File: src/rtl/fetch_pkg.sv
// Shared types and constants for the instruction fetch stage.
// States, fault causes, reset NOP and PC increment.
package fetch_pkg;

   typedef enum logic [2:0] {
      REQ,
      WAIT,
      DROP,
      DELIVER,
      FAULT
   } fetch_state_e;

   typedef enum logic [1:0] {
      CAUSE_NONE    = 2'd0,
      CAUSE_MISALIGN = 2'd1,
      CAUSE_BUSERR  = 2'd2
   } fetch_cause_e;

   localparam logic [31:0] NOP_INSTR = 32'h0000_0013;
   localparam int unsigned PC_STEP   = 4;

endpackage

File: src/rtl/if_fetch_unit.sv
// Instruction fetch stage: req/gnt/rvalid memory side, valid/ready
// decode side, next-PC generation, redirects and fetch faults.
module if_fetch_unit #(
   parameter int unsigned       DWIDTH    = 32,
   parameter logic [DWIDTH-1:0] NOP_INSTR = DWIDTH'(fetch_pkg::NOP_INSTR)
) (
   input  logic              Clk,
   input  logic              N_Rst,
   input  logic [DWIDTH-1:0] pc_i,
   output logic [DWIDTH-1:0] pc_next_o,
   input  logic              redirect_i,
   input  logic [DWIDTH-1:0] redirect_target_i,
   output logic              imem_req_o,
   output logic [DWIDTH-1:0] imem_addr_o,
   input  logic              imem_gnt_i,
   input  logic              imem_rvalid_i,
   input  logic [DWIDTH-1:0] imem_rdata_i,
   input  logic              imem_err_i,
   output logic              instr_valid_o,
   input  logic              instr_ready_i,
   output logic [DWIDTH-1:0] instr_o,
   output logic [DWIDTH-1:0] instr_pc_o,
   output logic              fault_o,
   output logic [1:0]        fault_cause_o
);

   import fetch_pkg::*;

   fetch_state_e      r_state;
   fetch_state_e      w_next;
   fetch_cause_e      r_cause;
   logic [DWIDTH-1:0] r_instr;
   logic [DWIDTH-1:0] r_instr_pc;
   logic [DWIDTH-1:0] w_pc_next;
   logic              w_req;
   logic              w_valid;
   logic              w_fault;
   logic              w_misalign;

   assign w_misalign = (pc_i[1:0] != 2'b00);

   always_comb begin
      w_next    = r_state;
      w_pc_next = pc_i;
      w_req     = 1'b0;
      w_valid   = 1'b0;
      w_fault   = 1'b0;
      unique case (r_state)
         REQ: begin
            if (w_misalign) begin
               w_next = FAULT;
            end else begin
               w_req = 1'b1;
               if (imem_gnt_i) w_next = WAIT;
            end
         end
         WAIT: begin
            if (imem_rvalid_i)
               w_next = imem_err_i ? FAULT : DELIVER;
         end
         DROP: begin
            if (imem_rvalid_i) w_next = REQ;
         end
         DELIVER: begin
            w_valid = 1'b1;
            if (instr_ready_i) begin
               w_pc_next = pc_i + DWIDTH'(PC_STEP);
               w_next    = REQ;
            end
         end
         FAULT: begin
            w_fault = 1'b1;
         end
         default: w_next = REQ;
      endcase
      // A granted fetch must have its response drained before refetching
      if (redirect_i) begin
         w_pc_next = redirect_target_i;
         if ((r_state == WAIT && !imem_rvalid_i) ||
             (r_state == DROP && !imem_rvalid_i) ||
             (w_req && imem_gnt_i))
            w_next = DROP;
         else
            w_next = REQ;
      end
   end

   always_ff @(posedge Clk or negedge N_Rst) begin
      if (!N_Rst) begin
         r_state    <= REQ;
         r_cause    <= CAUSE_NONE;
         r_instr    <= NOP_INSTR;
         r_instr_pc <= '0;
      end else begin
         r_state <= w_next;
         if (redirect_i) begin
            r_instr <= NOP_INSTR;
            r_cause <= CAUSE_NONE;
         end else if (r_state == REQ && w_misalign) begin
            r_cause <= CAUSE_MISALIGN;
         end else if (r_state == WAIT && imem_rvalid_i) begin
            r_instr_pc <= pc_i;
            if (imem_err_i) r_cause <= CAUSE_BUSERR;
            else            r_instr <= imem_rdata_i;
         end
      end
   end

   assign pc_next_o     = w_pc_next;
   assign imem_req_o    = w_req & N_Rst;
   assign imem_addr_o   = pc_i;
   assign instr_valid_o = w_valid & N_Rst;
   assign fault_o       = w_fault & N_Rst;
   assign instr_o       = r_instr;
   assign instr_pc_o    = r_instr_pc;
   assign fault_cause_o = r_cause;

endmodule

File: config.mk
export PLATFORM = sky130hd
export DESIGN_NAME = if_fetch_unit
export DESIGN_NICKNAME = d
export VERILOG_FILES = /design/src/rtl/fetch_pkg.sv /design/src/rtl/if_fetch_unit.sv
export SDC_FILE = /design/constraint.sdc
export NUM_CORES = 1
export LEC_CHECK = 0
export BUFFER_PORTS_ARGS = -buffer_cell sky130_fd_sc_hd__buf_4
export CAP_MARGIN = 20
export CORE_ASPECT_RATIO = 1.5
export CORE_MARGIN = 2
export CORE_UTILIZATION = 35
export CTS_CLUSTER_SIZE = 28
export DETAILED_ROUTE_END_ITERATION = 16
export PLACE_DENSITY_LB_ADDON = 0.08
export SLEW_MARGIN = 20
export SYNTH_ARGS = -nofsm -noshare
export SYNTH_HDL_FRONTEND = slang
export SYNTH_SLANG_ARGS = --single-unit
File: constraint.sdc
create_clock -name Clk -period 2.7 [get_ports Clk]
set_input_delay 0.27 -clock Clk [delete_from_list [all_inputs] [get_ports Clk]]
set_output_delay 0.27 -clock Clk [all_outputs]
set_load 0.01 [all_outputs]
==> results_dict.tcl, run 1 <==
set metrics [dict create \
    start_kind "register" \
    multi_input_comb_area_sq_mm 0.00187 \
    holdPathStages 2 \
    design.final.nets 700 \
    rr_endpoint "instr_o[16]$_DFFE_PN0P_" \
    drcViolationCount 0 \
    fillCellCount 1059 \
    worstRegToRegCells 7 \
    dpl.hpwl_um 9250 \
    netlist-cell-type-count 43 \
    worstSetupEndpointType "output pin" \
    timing.hold.worst.class "in2reg" \
    die-area_sq_mm 0.0122 \
    pre_cts_slack_ns 0.210 \
    cp_data_required_time_ns 2.43 \
    detail_route.vias_per_cell 5.09 \
    via_count_of_the_routed_design 3806 \
    r2r-start "r_state[1]$_DFFE_PN0P_" \
    power_leakage_nw 2.87 \
    io_pins 236 \
    clk_pin_slew_worst_paths_ns 0.06 \
    cells_after_synth 398 \
    synthesis.area_per_instance_sq_um 9.97 \
    yosys_warnings 0 \
    worst_slew_pin_slew_ns 0.520 \
    maxCapViolCount 0 \
    grt_pass1_wl_um 19000 \
    worstHoldStart "imem_rdata_i[1]" \
    clk_root_buf "clkbuf_16" \
    cts_tree "built" \
    floorplan.rows 47 \
    maxSlewViolCount 0 \
    initial_core_util_pct 35.9 \
    maxSlewHeadroom_pct 65.1 \
    io_buffer_count 235 \
    antenna_cells 0 \
    fmax_mhz 393 \
    core_area_sq_mm 0.0111 \
    htree_levels 3 \
    drt_wl_total_um 11900 \
    antenna_found_initial 0 \
    die_height_um 134 \
    drive_above_1_share_pct 51.2 \
    areaGrowthSynthToFinish_pct 50.5 \
    tns_ns 0 \
    ctsLongestPathBuffers 2 \
    run_status "finished clean" \
    grt_start_max_net_pins 40 \
    drt.antenna.violating_nets 0 \
    post-route-period-util_pct 94.2 \
    cts_num_sinks 69 \
    flip_flop_and_latch_count_after_synthesis 69 \
    min_period_ns 2.54 \
    ys_async_sr_fraction_pct 100 \
    layoutNonFillerInstCount 748 \
    ys_seq_area_share_pct 43.6 \
    synth_edf_count 0 \
    global_route.usage.total_pct 19.2 \
    postSynth.topFlopCell "dfrtp_1" \
    hold_viol 0 \
    power.density_mw_per_mm2 700 \
    detail_route.first_pass.iterations 4 \
    routed_wire_length_per_instance_um 15.9 \
    rsz0062_at_grt "false" \
    reg2reg_setup_slack_ns 0.65 \
    regArea_sq_mm 0.00173 \
    power.ir.vdd_worst_uv 370 \
    skew_ns 0.00590 \
    min_to "instr_o[1]$_DFFE_PN1P_" \
    worst_case_setup_margin_in_the_final_layout_ns 0.157 \
    number_of_buffers_created_by_cts 9 \
    placed_cells_incl_taps 731 \
    mappedNetlistNets 502 \
    clock_latency_at_the_later_pin_of_the_worst_skew_pair_ns 0.33 \
    first_global_vias 3754 \
    die_w_um 90.9 \
    placer_congestion 0.769 \
    finalSetupViolCount 0 \
    critical_path_peak_fanout 15 \
    timing.setup.critical_path_class "reg2out" \
    dr.first_iter.drc_count 88 \
    synth.cell_area_sq_mm 0.00397 \
    overflow 0 \
    worst_endpoint_data_arrival_time_ns 2.27 \
]
[cell type report]
type                       instances  area share [%]
tap                              147            3.08
clock inverter                     6            1.19
timing repair buffer             247            31.1
clock buffer                      10            3.83
sequential                        69            29.0
inverter                           8           0.503
multi-input combinational        261            31.3
[cells by family (layout without fill, tap and decap cells)]
family | count (synthesis) | after routing | share of synthesized area [%]
simple gates | 122 | 122 | 17.0
compound gates | 92 | 92 | 16.9
flops | 69 | 69 | 43.6
buf+inv | 68 | 271 | 9.84
mux | 36 | 36 | 10.2
xor+xnor | 10 | 10 | 2.21
fa+ha+maj | 1 | 1 | 0.315
[metrics by stage]
step | power, mW | hold WS (ns) | instance area, sq um | utilization [%]
2_1_floorplan | 2.22 | -0.0256 | 3970 | -
3_3_place_gp | 3.02 | 0.258 | 5650 | 51.1
3_5_place_dp | 3.05 | 0.273 | 5650 | 51.1
4_1_cts | 4.25 | 0.138 | 5970 | 54.0
5_1_grt | 4.42 | 0.147 | 5970 | 54.0
6_report | 4.18 | 0.151 | 5970 | 54.0
[worst max-delay path, stage by stage (launching register included)]
cell      delay [ns]
dfrtp_1         0.38
nand4b_4        0.19
or4_4           0.53
or4_1           0.49
a31oi_1         0.22
buf_4           0.16
[cell usage after synthesis, drive strengths merged (8+ instances only)]
master,number,share of area (%)
dfrtp,66,42
buf,42,7.4
mux2,34,9.7
a22o,29,6.4
nand2,24,2.3
nor2,24,2.3
or4,22,4.2
a31oi,18,2.8
clkbuf,18,1.7
o21ai,17,2.1
nand3,14,1.8
o31ai,13,2.5
nor3,10,1.3
inv,8,0.76
xnor2,8,1.8
[routing by layer]
metal / global-route usage, % / routed length (um)
met5: 0 / 0
met1: 22.5 / 4590
met4: 5.13 / 112
met3: 4.83 / 895
met2: 34.9 / 6290
[power by group]
group          internal (mW)  switching [mW]  total, mW
clock network          0.723           0.451       1.17
registers               1.32           0.150       1.47
logic                  0.848           0.690       1.54
[sequential cells by signal, summed over array words and instances (netlist names)]
name,flops
instr_pc_o,32
fault_cause_o,2
instr_o,32
r_state,3
[repair_timing]
action                     CTS  global route
hold buffers                 1             0
pin swaps                    0             4
setup endpoints to repair   13            14
hold endpoints to repair    34             0
gates resized for setup      3             1
buffers inserted             0             0
[worst max-delay path by stage]
| stage | from | to | slack, ns | cells after the start |
|---|---|---|---|---|
| final | r_state[2]$_DFFE_PN0P_ | pc_next_o[26] | 0.16 | 5 |
| after global routing | r_state[2]$_DFFE_PN0P_ | pc_next_o[23] | 0.04 | 6 |
| after CTS | r_state[2]$_DFFE_PN0P_ | pc_next_o[26] | 0.02 | 5 |
| after detailed placement | r_state[2]$_DFFE_PN0P_ | pc_next_o[26] | 0.21 | 5 |
| after global placement | r_state[2]$_DFFE_PN0P_ | pc_next_o[28] | 0.21 | 5 |
| after floorplan | r_state[2]$_DFFE_PN0P_ | pc_next_o[28] | 0.42 | 5 |
[cells in the final DEF (no fill, tap or decap), types with 3 or more instances in the layout]
cell / Yosys / final
buf_4: 32 / 246
dfrtp_1: 66 / 66
mux2_2: 34 / 34
a22o_1: 29 / 29
nand2_1: 24 / 24
nor2_1: 24 / 24
or4_1: 22 / 18
a31oi_1: 18 / 18
o21ai_0: 17 / 17
nand3_1: 14 / 14
o31ai_1: 13 / 13
nor3_1: 10 / 10
clkbuf_16: 0 / 9
inv_1: 8 / 8
xnor2_1: 8 / 8
nand4_1: 7 / 7
or3_1: 7 / 7
or4_4: 0 / 4
o22a_1: 3 / 3
dfstp_2: 3 / 3
(Power assumes the default switching activity.)
==> inputs of run 2 (changes only) <==
--- a/config.mk
+++ b/config.mk
@@ -12,6 +12,7 @@
 export CORE_UTILIZATION = 35
 export CTS_CLUSTER_SIZE = 28
 export DETAILED_ROUTE_END_ITERATION = 16
+export GPL_TIMING_DRIVEN = 0
 export PLACE_DENSITY_LB_ADDON = 0.08
 export SLEW_MARGIN = 20
 export SYNTH_ARGS = -nofsm -noshare
==> run 2 against run 1 <==
Net effect: global-route usage rose by 0.89 points; die area unchanged; power up 1.6%; worst setup slack lost 0.083 ns.
==> results_dict.tcl, run 2 (synthesized netlist as in run 1, its figures left out) <==
set metrics [dict create \
    run_status "finished clean" \
    power_leakage_nw 3.05 \
    min_period_ns 2.63 \
    r2r-start "r_state[0]$_DFFE_PN0P_" \
    maxCapViolCount 0 \
    worstSetupEndpointType "output pin" \
    layout_commonest_cell "buf_4" \
    fmax_mhz 381 \
    worstRegToRegCells 7 \
    via_count_of_the_routed_design 4033 \
    first_global_vias 3980 \
    rsz0062_at_grt "true" \
    dpl.hpwl_um 10000 \
    routed_wire_length_per_instance_um 15.9 \
    io_pins 236 \
    pre_cts_slack_ns 0.143 \
    critical_path_peak_fanout 9 \
    die_w_um 90.9 \
    tns_ns 0 \
    post-route-period-util_pct 97.3 \
    io_buffer_count 233 \
    overflow 0 \
    hold_viol 0 \
    grt_start_max_net_pins 73 \
    ctsLongestPathBuffers 2 \
    power.ir.vdd_worst_uv 439 \
    dr.first_iter.drc_count 129 \
    layoutNonFillerInstCount 798 \
    initial_core_util_pct 35.9 \
    fillCellCount 1055 \
    clock_latency_at_the_later_pin_of_the_worst_skew_pair_ns 0.34 \
    placer_congestion 0.823 \
    core_area_sq_mm 0.0111 \
    timing.hold.ws_ns 0.0565 \
    detail_route.first_pass.iterations 4 \
    dpl_cell_area_sq_mm 0.00590 \
    reg2reg_setup_slack_ns 0.37 \
    number_of_buffers_created_by_cts 9 \
    timing.hold.worst.class "in2async" \
    most_frequent_cells_in_the_layout "buf_4 (269), dfrtp_1 (66), mux2_2 (34)" \
    rr_endpoint "instr_o[22]$_DFFE_PN0P_" \
    global_route.usage.total_pct 20.1 \
    clk_root_buf "clkbuf_16" \
    timing.setup.critical_path_class "reg2out" \
    grt_pass1_wl_um 19700 \
    antenna_cells 0 \
    skew_ns 0.00519 \
    maxSlewViolCount 0 \
    design.final.nets 750 \
    drcViolationCount 0 \
    cts_tree "built" \
    drt.antenna.violating_nets 0 \
    placed_cells_incl_taps 778 \
    floorplan.rows 47 \
    htree_levels 3 \
    finalSetupViolCount 0 \
    worst_case_setup_margin_in_the_final_layout_ns 0.0740 \
    cts_num_sinks 69 \
    clk_pin_slew_worst_paths_ns 0.06 \
    cp_data_required_time_ns 2.43 \
    worst_endpoint_data_arrival_time_ns 2.36 \
    die-area_sq_mm 0.0122 \
    areaGrowthSynthToFinish_pct 58.3 \
    drive_above_1_share_pct 52.1 \
    totalPowerFinal_mw 4.25 \
    power.density_mw_per_mm2 677 \
    final_area_sq_mm 0.00628 \
    die_height_um 134 \
    detail_route.vias_per_cell 5.05 \
    utilization_pct 56.8 \
    start_kind "register" \
    antenna_found_initial 0 \
    worst_slew_pin_slew_ns 0.910 \
    drt_wl_total_um 12700 \
    maxSlewHeadroom_pct 39.3 \
]
==> run 2: cell count changes in the layout (fill, tap and decap cells not counted), moves of 3 or more <==
cell,before,now
buf_1,0,3
buf_6,0,3
buf_2,0,5
clkbuf_1,1,17
buf_4,246,269
==> run 2: worst max-delay path, stage by stage (launching register included) <==
cell and delay (ns):
dfrtp_1 0.38, nand4b_4 0.20, or4_4 0.45, buf_6 0.15, or4_1 0.50, a31oi_1 0.19
buf_4 0.15
==> run 2: routing by layer <==
metal | track usage [%] | wire length, um | up-vias | part of all wire [%]
li1 | - | - | 1954 | -
met1 | 23.3 | 4790 | 1884 | 38
met2 | 35.5 | 6610 | 176 | 52
met3 | 5.28 | 1070 | 19 | 8.4
met4 | 7.66 | 230 | 0 | 1.8
met5 | 0 | 0 | - | 0
==> run 2: power breakdown <==
part	switching [mW]	internal [mW]
sequential	0.155	1.32
combinational	0.707	0.870
clock	0.454	0.746
==> run 2: how the worst max path moves through the flow <==
stage,from,to,cells past startpoint
3_5_place_dp,pc_i[3],pc_next_o[28],8
5_1_grt,r_state[2]$_DFFE_PN0P_,pc_next_o[28],6
3_3_place_gp,pc_i[2],pc_next_o[31],8
4_1_cts,r_state[2]$_DFFE_PN0P_,pc_next_o[17],6
2_1_floorplan,r_state[2]$_DFFE_PN0P_,pc_next_o[28],5
6_report,r_state[2]$_DFFE_PN0P_,pc_next_o[29],6
==> run 2: what timing repair did <==
item / 4_1_cts / 5_1_grt
resized for setup: 7 / 5
setup buffers: 2 / 2
pin swaps: 2 / 6
hold buffers: 0 / 0
setup endpoints to repair: 14 / 6
==> run 2: cell type report <==
type                       instances  area (sq um)  area share [%]
multi-input combinational        261          1870            29.8
timing repair buffer             237          1780            28.4
clock inverter                     6          71.3            1.14
tap                              147           184            2.93
sequential                        69          1730            27.6
buffer                            60           370            5.90
clock buffer                      10           239            3.81
inverter                           8          30.0           0.478
